==> config.mk <==
export PLATFORM = sky130hd
export DESIGN_NAME = multicycle_ctrl
export DESIGN_NICKNAME = d
export VERILOG_FILES = /design/src/rtl/multicycle_ctrl_pkg.sv /design/src/rtl/multicycle_ctrl_dec.sv /design/src/rtl/multicycle_ctrl.sv
export SDC_FILE = /design/constraint.sdc
export NUM_CORES = 1
export LEC_CHECK = 0
export BUFFER_PORTS_ARGS = -buffer_cell sky130_fd_sc_hd__buf_2
export CORE_MARGIN = 4
export CORE_UTILIZATION = 40
export DETAILED_ROUTE_END_ITERATION = 8
export MAX_ROUTING_LAYER = met4
export PLACE_DENSITY = 0.68
export SKIP_CTS_REPAIR_TIMING = 1
export SYNTH_ARGS = -nofsm -noshare
export SYNTH_HDL_FRONTEND = slang
export SYNTH_HIERARCHICAL = 1
export SYNTH_SLANG_ARGS = --single-unit
==> constraint.sdc <==
create_clock -name clk_i -period 1.3 [get_ports clk_i]
set_input_delay 0.13 -clock clk_i [delete_from_list [all_inputs] [get_ports clk_i]]
set_output_delay 0.13 -clock clk_i [all_outputs]
set_load 0.01 [all_outputs]
==> src/rtl/multicycle_ctrl_pkg.sv <==
// Shared encodings for the multi-cycle MIPS control FSM: state codes, opcodes,
// datapath mux selects and the packed control word driven by the FSM.
package multicycle_ctrl_pkg;

    localparam logic [3:0] S_FETCH  = 4'd0;
    localparam logic [3:0] S_DECODE = 4'd1;
    localparam logic [3:0] S_ADDR   = 4'd2;
    localparam logic [3:0] S_MEM_RD = 4'd3;
    localparam logic [3:0] S_WB_MEM = 4'd4;
    localparam logic [3:0] S_MEM_WR = 4'd5;
    localparam logic [3:0] S_EXEC_R = 4'd6;
    localparam logic [3:0] S_EXEC_I = 4'd7;
    localparam logic [3:0] S_WB_ALU = 4'd8;
    localparam logic [3:0] S_BRANCH = 4'd9;
    localparam logic [3:0] S_JUMP   = 4'd10;

    localparam logic [5:0] OP_RTYPE = 6'h00;
    localparam logic [5:0] OP_J     = 6'h02;
    localparam logic [5:0] OP_BEQ   = 6'h04;
    localparam logic [5:0] OP_BNE   = 6'h05;
    localparam logic [5:0] OP_ADDI  = 6'h08;
    localparam logic [5:0] OP_SLTI  = 6'h0A;
    localparam logic [5:0] OP_ANDI  = 6'h0C;
    localparam logic [5:0] OP_ORI   = 6'h0D;
    localparam logic [5:0] OP_LW    = 6'h23;
    localparam logic [5:0] OP_SW    = 6'h2B;

    localparam logic [1:0] PC_SRC_ALU    = 2'b00;
    localparam logic [1:0] PC_SRC_ALUOUT = 2'b01;
    localparam logic [1:0] PC_SRC_JUMP   = 2'b10;

    localparam logic [1:0] ALU_B_RT      = 2'b00;
    localparam logic [1:0] ALU_B_FOUR    = 2'b01;
    localparam logic [1:0] ALU_B_IMM     = 2'b10;
    localparam logic [1:0] ALU_B_IMM_SH2 = 2'b11;

    localparam logic [1:0] ALU_OP_ADD    = 2'b00;
    localparam logic [1:0] ALU_OP_SUB    = 2'b01;
    localparam logic [1:0] ALU_OP_FUNCT  = 2'b10;
    localparam logic [1:0] ALU_OP_IMM    = 2'b11;

    typedef struct packed {
        logic       mem_req;
        logic       mem_we;
        logic       iord;
        logic       ir_we;
        logic       pc_we;
        logic [1:0] pc_src;
        logic       alu_src_a;
        logic [1:0] alu_src_b;
        logic [1:0] alu_op;
        logic       ext_op;
        logic       reg_we;
        logic       reg_dst;
        logic       mem_to_reg;
        logic       illegal;
    } ctrl_t;

    // Quiet control word: nothing written, immediates sign-extended.
    function automatic ctrl_t ctrl_idle();
        ctrl_t c;
        c        = '0;
        c.ext_op = 1'b1;
        return c;
    endfunction

endpackage

==> src/rtl/multicycle_ctrl_dec.sv <==
// Opcode classifier for the multi-cycle controller. andi/ori are recognised
// only when MULTICYCLE_CTRL_LOGIC_IMM_EN is defined; otherwise they are illegal.
module multicycle_ctrl_dec
    import multicycle_ctrl_pkg::*;
(
    input  logic [5:0] opcode_i,
    output logic       rtype_o,
    output logic       mem_ld_o,
    output logic       mem_st_o,
    output logic       branch_o,
    output logic       alu_imm_o,
    output logic       logic_imm_o,
    output logic       jump_o,
    output logic       illegal_o
);

    // NOTE: combinational blocks use blocking '=' with every output defaulted
    // first, so no path leaves a signal unassigned and no latch is inferred.
    always_comb begin
        rtype_o     = 1'b0;
        mem_ld_o    = 1'b0;
        mem_st_o    = 1'b0;
        branch_o    = 1'b0;
        alu_imm_o   = 1'b0;
        logic_imm_o = 1'b0;
        jump_o      = 1'b0;
        illegal_o   = 1'b0;
        case (opcode_i)
            OP_RTYPE:        rtype_o     = 1'b1;
            OP_LW:           mem_ld_o    = 1'b1;
            OP_SW:           mem_st_o    = 1'b1;
            OP_BEQ, OP_BNE:  branch_o    = 1'b1;
            OP_ADDI, OP_SLTI: alu_imm_o  = 1'b1;
`ifdef MULTICYCLE_CTRL_LOGIC_IMM_EN
            OP_ANDI, OP_ORI: logic_imm_o = 1'b1;
`endif
            OP_J:            jump_o      = 1'b1;
            default:         illegal_o   = 1'b1;
        endcase
    end

endmodule

==> src/rtl/multicycle_ctrl.sv <==
// Control FSM for the multi-cycle MIPS datapath with wait-state memory handshake.
// Optional MULTICYCLE_CTRL_LOGIC_IMM_EN enables zero-extended andi/ori.
module multicycle_ctrl
    import multicycle_ctrl_pkg::*;
(
    input  logic       clk_i,
    input  logic       rst_n_i,
    input  logic [5:0] opcode_i,
    input  logic       zero_i,
    input  logic       mem_ack_i,
    output logic       mem_req_o,
    output logic       mem_we_o,
    output logic       iord_o,
    output logic       ir_we_o,
    output logic       pc_we_o,
    output logic [1:0] pc_src_o,
    output logic       alu_src_a_o,
    output logic [1:0] alu_src_b_o,
    output logic [1:0] alu_op_o,
    output logic       ext_op_o,
    output logic       reg_we_o,
    output logic       reg_dst_o,
    output logic       mem_to_reg_o,
    output logic       illegal_o,
    output logic [3:0] state_o
);

    logic [3:0] state_q;
    logic [3:0] state_d;
    ctrl_t      ctrl;
    ctrl_t      ctrl_out;

    logic is_rtype, is_ld, is_st, is_branch, is_alu_imm, is_logic_imm, is_jump, is_illegal;

    multicycle_ctrl_dec u_dec (
        .opcode_i    (opcode_i),
        .rtype_o     (is_rtype),
        .mem_ld_o    (is_ld),
        .mem_st_o    (is_st),
        .branch_o    (is_branch),
        .alu_imm_o   (is_alu_imm),
        .logic_imm_o (is_logic_imm),
        .jump_o      (is_jump),
        .illegal_o   (is_illegal)
    );

    // NOTE: state registers use non-blocking '<=' so every flop samples the
    // pre-edge value regardless of block evaluation order.
    always_ff @(posedge clk_i or negedge rst_n_i) begin
        if (!rst_n_i) state_q <= S_FETCH;
        else          state_q <= state_d;
    end

    always_comb begin
        ctrl    = ctrl_idle();
        state_d = state_q;
        case (state_q)
            S_FETCH: begin
                ctrl.mem_req   = 1'b1;
                ctrl.alu_src_b = ALU_B_FOUR;
                ctrl.ir_we     = mem_ack_i;
                ctrl.pc_we     = mem_ack_i;
                if (mem_ack_i) state_d = S_DECODE;
            end
            S_DECODE: begin
                // Speculatively form the branch target into ALUOut.
                ctrl.alu_src_b = ALU_B_IMM_SH2;
                if (is_rtype)                       state_d = S_EXEC_R;
                else if (is_ld || is_st)            state_d = S_ADDR;
                else if (is_branch)                 state_d = S_BRANCH;
                else if (is_alu_imm || is_logic_imm) state_d = S_EXEC_I;
                else if (is_jump)                   state_d = S_JUMP;
                else begin
                    ctrl.illegal = 1'b1;
                    state_d      = S_FETCH;
                end
            end
            S_ADDR: begin
                ctrl.alu_src_a = 1'b1;
                ctrl.alu_src_b = ALU_B_IMM;
                state_d        = is_ld ? S_MEM_RD : S_MEM_WR;
            end
            S_MEM_RD: begin
                ctrl.mem_req = 1'b1;
                ctrl.iord    = 1'b1;
                if (mem_ack_i) state_d = S_WB_MEM;
            end
            S_WB_MEM: begin
                ctrl.reg_we     = 1'b1;
                ctrl.mem_to_reg = 1'b1;
                state_d         = S_FETCH;
            end
            S_MEM_WR: begin
                ctrl.mem_req = 1'b1;
                ctrl.mem_we  = 1'b1;
                ctrl.iord    = 1'b1;
                if (mem_ack_i) state_d = S_FETCH;
            end
            S_EXEC_R: begin
                ctrl.alu_src_a = 1'b1;
                ctrl.alu_src_b = ALU_B_RT;
                ctrl.alu_op    = ALU_OP_FUNCT;
                state_d        = S_WB_ALU;
            end
            S_EXEC_I: begin
                ctrl.alu_src_a = 1'b1;
                ctrl.alu_src_b = ALU_B_IMM;
                ctrl.alu_op    = ALU_OP_IMM;
                ctrl.ext_op    = !is_logic_imm;
                state_d        = S_WB_ALU;
            end
            S_WB_ALU: begin
                ctrl.reg_we  = 1'b1;
                ctrl.reg_dst = is_rtype;
                state_d      = S_FETCH;
            end
            S_BRANCH: begin
                ctrl.alu_src_a = 1'b1;
                ctrl.alu_src_b = ALU_B_RT;
                ctrl.alu_op    = ALU_OP_SUB;
                ctrl.pc_src    = PC_SRC_ALUOUT;
                ctrl.pc_we     = zero_i ^ (opcode_i == OP_BNE);
                state_d        = S_FETCH;
            end
            S_JUMP: begin
                ctrl.pc_src = PC_SRC_JUMP;
                ctrl.pc_we  = 1'b1;
                state_d     = S_FETCH;
            end
            default: state_d = S_FETCH;
        endcase
    end

    // Outputs read all-zero while reset is held, even though FETCH would
    // otherwise already be requesting memory.
    assign ctrl_out = rst_n_i ? ctrl : '0;

    assign mem_req_o    = ctrl_out.mem_req;
    assign mem_we_o     = ctrl_out.mem_we;
    assign iord_o       = ctrl_out.iord;
    assign ir_we_o      = ctrl_out.ir_we;
    assign pc_we_o      = ctrl_out.pc_we;
    assign pc_src_o     = ctrl_out.pc_src;
    assign alu_src_a_o  = ctrl_out.alu_src_a;
    assign alu_src_b_o  = ctrl_out.alu_src_b;
    assign alu_op_o     = ctrl_out.alu_op;
    assign ext_op_o     = ctrl_out.ext_op;
    assign reg_we_o     = ctrl_out.reg_we;
    assign reg_dst_o    = ctrl_out.reg_dst;
    assign mem_to_reg_o = ctrl_out.mem_to_reg;
    assign illegal_o    = ctrl_out.illegal;
    assign state_o      = rst_n_i ? state_q : S_FETCH;

endmodule

# Word-level counts from Yosys, hierarchy flattened
# Index checks and enable logic that the tools add are counted.
[totals]
reg_bits = 4
out_inout_bits = 21
in_bits = 10
elab_cells = 70
[op_classes]
eq_ne = 20
n_reduce_logical = 12
n_mux = 36
bitwise_logic = 1
[ops]
columns = ["operator", "n"]
rows = [
  ["two-way mux 4 bit", 9],
  ["case mux 4 bit (6 select lines)", 1],
  ["two-way mux 1 bit", 20],
  ["two-way mux 17 bit", 1],
  ["equality test 4 x 3 -> 1 bit, second input constant", 4],
  ["equality test 4 bit, second input constant", 3],
  ["equality test 6 x 3 -> 1 bit, second input constant", 2],
  ["equality test 6 x 4 -> 1 bit, second input constant", 2],
  ["equality test 6 bit, second input constant", 2],
  ["case mux 2 bit (3 select lines)", 2],
  ["OR reduction 2 bit", 6],
  ["equality test 4 x 2 -> 1 bit, second input constant", 2],
  ["equality test 6 x 2 -> 1 bit, second input constant", 1],
  ["zero test 6 bit", 1],
  ["!= test 2 bit, second input constant", 3],
  ["equality test 4 x 1 -> 1 bit, second input constant", 1],
  ["zero test 4 bit", 1],
  ["case mux 2 bit (2 select lines)", 1],
  ["OR reduction 4 bit", 1],
  ["two-way mux 3 bit", 1],
  ["case mux 1 bit (3 select lines)", 1],
  ["AND reduction 3 bit", 1],
  ["OR reduction 3 bit", 1],
  ["logical OR 1 bit", 1],
  ["bitwise XOR 1 bit", 1],
]

# Depth between registers and ports, before layout
[logic_depth]
depth_word = 9
ltp_mapped = 5
ltp_nobuf = 5

# Modules after synthesis
# The synthesis kept the hierarchy.
[by_module_without_submodules]
columns = ["mod", "area_each_um2", "cells_per_inst", "seq_area_each_um2", "instances"]
rows = [
  ["multicycle_ctrl", 648.1, 91, 100.1, 1],
  ["multicycle_ctrl_dec", 106.4, 15, 0.0, 1],
]

# Worst setup path after synthesis
# OpenSTA, ideal clock, no wires.
[synth_timing]
path_kind = "input -> output"
startpoint = "in opcode_i[5]"
endpoint = "out reg_dst_o"
cell_stages = 4
path_buffers = 0
arrival_time_ps = 1320
setup_slack_ps = -150
required_ps = 1170
path_cell_list = "or4_4 nor3_1 nand2_1 nor4_1"
[synth_via]
elab_chain_len = 4
[synth_rtl]
columns = ["item", "line_no", "source"]
rows = [
  ["start, declared", "multicycle_ctrl.sv:8", "input logic [5:0] opcode_i,"],
  ["zero test 6 bit", "-", ""],
  ["two-way mux 1 bit", "multicycle_ctrl_dec.sv:28", "case (opcode_i)"],
  ["net is_rtype", "multicycle_ctrl.sv:33", "logic is_rtype, is_ld, is_st, is_branch, is_alu_imm, is_logic_imm, is_jump, is_illegal;"],
  ["two-way mux 1 bit", "multicycle_ctrl.sv:57", "case (state_q)"],
  ["two-way mux 17 bit", "multicycle_ctrl.sv:136", "assign ctrl_out = rst_n_i ? ctrl : '0;"],
  ["end, declared", "multicycle_ctrl.sv:22", "output logic reg_dst_o,"],
]
# The timed path passes the listed nets, and every way through them passes these cells.

# Worst setup path after layout
[layout_timing]
startpoint = "reg state_q[2]"
endpoint = "out pc_we_o"
[layout_via]
elab_chain_len = 3
word_cells_on_any_way = 5
classes_between = "eq/ne (2); mux (2); reduce/logical (1)"
[layout_rtl]
columns = ["item", "line_no", "source"]
rows = [
  ["start, declared", "multicycle_ctrl.sv:28", "logic [3:0] state_q;"],
  ["start signal, assigned", "multicycle_ctrl.sv:51", "else state_q <= state_d;"],
  ["equality test 4 bit or zero test 4 bit (tied branches)", "multicycle_ctrl.sv:57", ""],
  ["case mux 1 bit (3 select lines) *", "multicycle_ctrl.sv:57", ""],
  ["two-way mux 17 bit *", "multicycle_ctrl.sv:136", ""],
  ["end, declared", "multicycle_ctrl.sv:15", "output logic pc_we_o,"],
]
# Every way passes the cells marked *; elsewhere a longest branch is shown, timed or not.

==> results_dict.tcl <==
set metrics [dict create \
    clkTransAtPathRegs_ns 0.04 \
    drive_above_1_share_pct 69.2 \
    hold_depth 2 \
    max_flop_register "state_q" \
    cts_root_buffer "clkbuf_4" \
    die_x_um 50.7 \
    ir_drop_uv 1410 \
    slew_headroom_pct 59.8 \
    comb_power_share_pct 83.9 \
    area_growth_pct 116 \
    required_ns 1.17 \
    layout_setup_ws_ns -0.613 \
    drc_errors 0 \
    worstMarginPinSlew_ns 0.598 \
    fin_nets 184 \
    drt_iter0_markers 57 \
    reg2reg_setup_slack_ns -0.20 \
    reg2reg_depth 5 \
    clock_skew_ns 0.00307 \
    rows 15 \
    grt_pass1_vias 1007 \
    insertion_delay_ns 0.25 \
    cts_max_level 1 \
    grt_pass1_wl_um 4170 \
    routabilityCongestion 0.870 \
    final_core_util_pct 91.4 \
    top_regs "state_q (4)" \
    p_leak_nw 0.705 \
    numCtsBuffers 3 \
    critPathKind "register to output port" \
    grt_overflow 0 \
    grt_usage_pct 21.1 \
    via_per_inst 6.07 \
    drt_wl_total_um 4140 \
    grt_max_degree 17 \
    antenna_cells 0 \
    first_pass_iters 4 \
    hold_class "input pin to register" \
    die_area_mm2 0.00257 \
    swShare_pct 47.1 \
    cp.arrival_ns 1.78 \
    max-cap-violations 0 \
    hp-start "mem_ack_i" \
    core_area_mm2 0.00173 \
    hold-worst-slack_ns 0.181 \
    whs_endpoint "state_q[0]$_DFFE_PN0P_" \
    die-height_um 50.7 \
    vias 1196 \
    end_kind "output port" \
    final.period_utilization_pct 147 \
    syn_area_per_cell_um2 7.09 \
    dp_hpwl_um 1960 \
    pwr-share-clk_pct 6.5 \
    synth_warnings 6 \
    cts_tree "built" \
    violations "negative setup slack" \
    syn-num-nets 113 \
    start_util_pct 42.3 \
    antenna_found_initial 0 \
    reg2reg_from "state_q[1]$_DFFE_PN0P_" \
    clock-sinks 4 \
    p_sw_w 0.00120 \
    syn_inst 103 \
    rsz0062_at_grt "yes" \
    netlist_area_um2 731 \
    fmax_ghz 0.523 \
    port_buffers 30 \
    setup_viol 24 \
    intPower_w 0.00135 \
    rr_endpoint "state_q[0]$_DFFE_PN0P_" \
    antenna_left 0 \
    startpoint_type "register" \
    pwr-share-seq_pct 9.6 \
    hold_viol_final 0 \
    status "finished, violations left" \
    wl_per_cell_um 21.0 \
    path_max_fanout 4 \
    finalPower_w 0.00255 \
    min_period_ns 1.91 \
    io_pins 31 \
    largest_reg_flops 4 \
    slew_viol_final 0 \
    cts.path.max_buffers 2 \
    power_density_mw_per_mm2 1620 \
]
## metal layers
metal	wire length [um]	track usage, %	up-vias
met4	219	6.73	0
li1	-	-	525
met1	1470	21.3	555
met2	2110	42.0	89
met5	0	-	-
met3	346	1.78	27
## cell usage in the layout (no fill, tap or decap), types with 2 or more instances in the layout
master	instances
nand2_2	4
nor3_2	4
inv_1	3
buf_8	2
nor4_4	2
nor3_1	3
nand2b_1	3
nand3b_1	2
and2_1	2
buf_2	29
nand2_4	3
buf_6	14
and4bb_2	2
mux2i_1	2
o21ai_1	2
dfrtp_1	2
nor3_4	2
nor2_1	12
xor2_1	2
dfrtp_2	2
clkbuf_4	3
o21a_1	2
buf_4	26
nand2_1	3
nand2b_4	3
nor4_2	2
## worst max-delay path, stage by stage (launching register included)
cell      delay (ns)
dfrtp_2         0.44
and4bb_2        0.40
o311ai_1        0.20
a311oi_2        0.30
buf_2           0.20
## power by group through the flow
| stage | sequential [W] | combinational [W] | clock (W) |
|---|---|---|---|
| final | 0.000245 | 0.00214 | 0.000166 |
| after global routing | 0.000248 | 0.00225 | 0.000180 |
| after CTS | 0.000211 | 0.00128 | 0.000155 |
| after detailed placement | 0.000212 | 0.00128 | 0 |
| after global placement | 0.000211 | 0.00125 | 0 |
| after floorplan | 0.000206 | 0.000789 | 0 |
## metrics by stage
step	setup WS (ns)	std cells	TNS (ns)	area (um^2)
after global placement	-0.243	184	-1.82	1160
after CTS	-0.479	187	-5.03	1180
after floorplan	-0.123	103	-0.262	773
final	-0.613	197	-5.97	1580
after detailed placement	-0.283	184	-2.26	1160
after global routing	-0.608	197	-6.78	1580
## how the worst max path moves through the flow
stage	startpoint	end	slack, ns	cells after the start
after floorplan	state_q[1]$_DFFE_PN0P_	pc_we_o	-0.12	3
after global placement	state_q[1]$_DFFE_PN0P_	illegal_o	-0.24	5
after detailed placement	opcode_i[5]	illegal_o	-0.28	7
after CTS	state_q[1]$_DFFE_PN0P_	illegal_o	-0.48	5
after global routing	state_q[2]$_DFFE_PN0P_	pc_we_o	-0.61	4
final	state_q[2]$_DFFE_PN0P_	pc_we_o	-0.61	4
## layout make-up
cell class | count | area [um^2]
inverters | 5 | 28.8
clock buffers | 3 | 22.5
multi-input cells | 87 | 836
repair buffers | 73 | 558
fillers | 78 | 148
well taps | 25 | 31.3
flip-flops and latches | 4 | 103
Power figures use the tool's default switching activity.
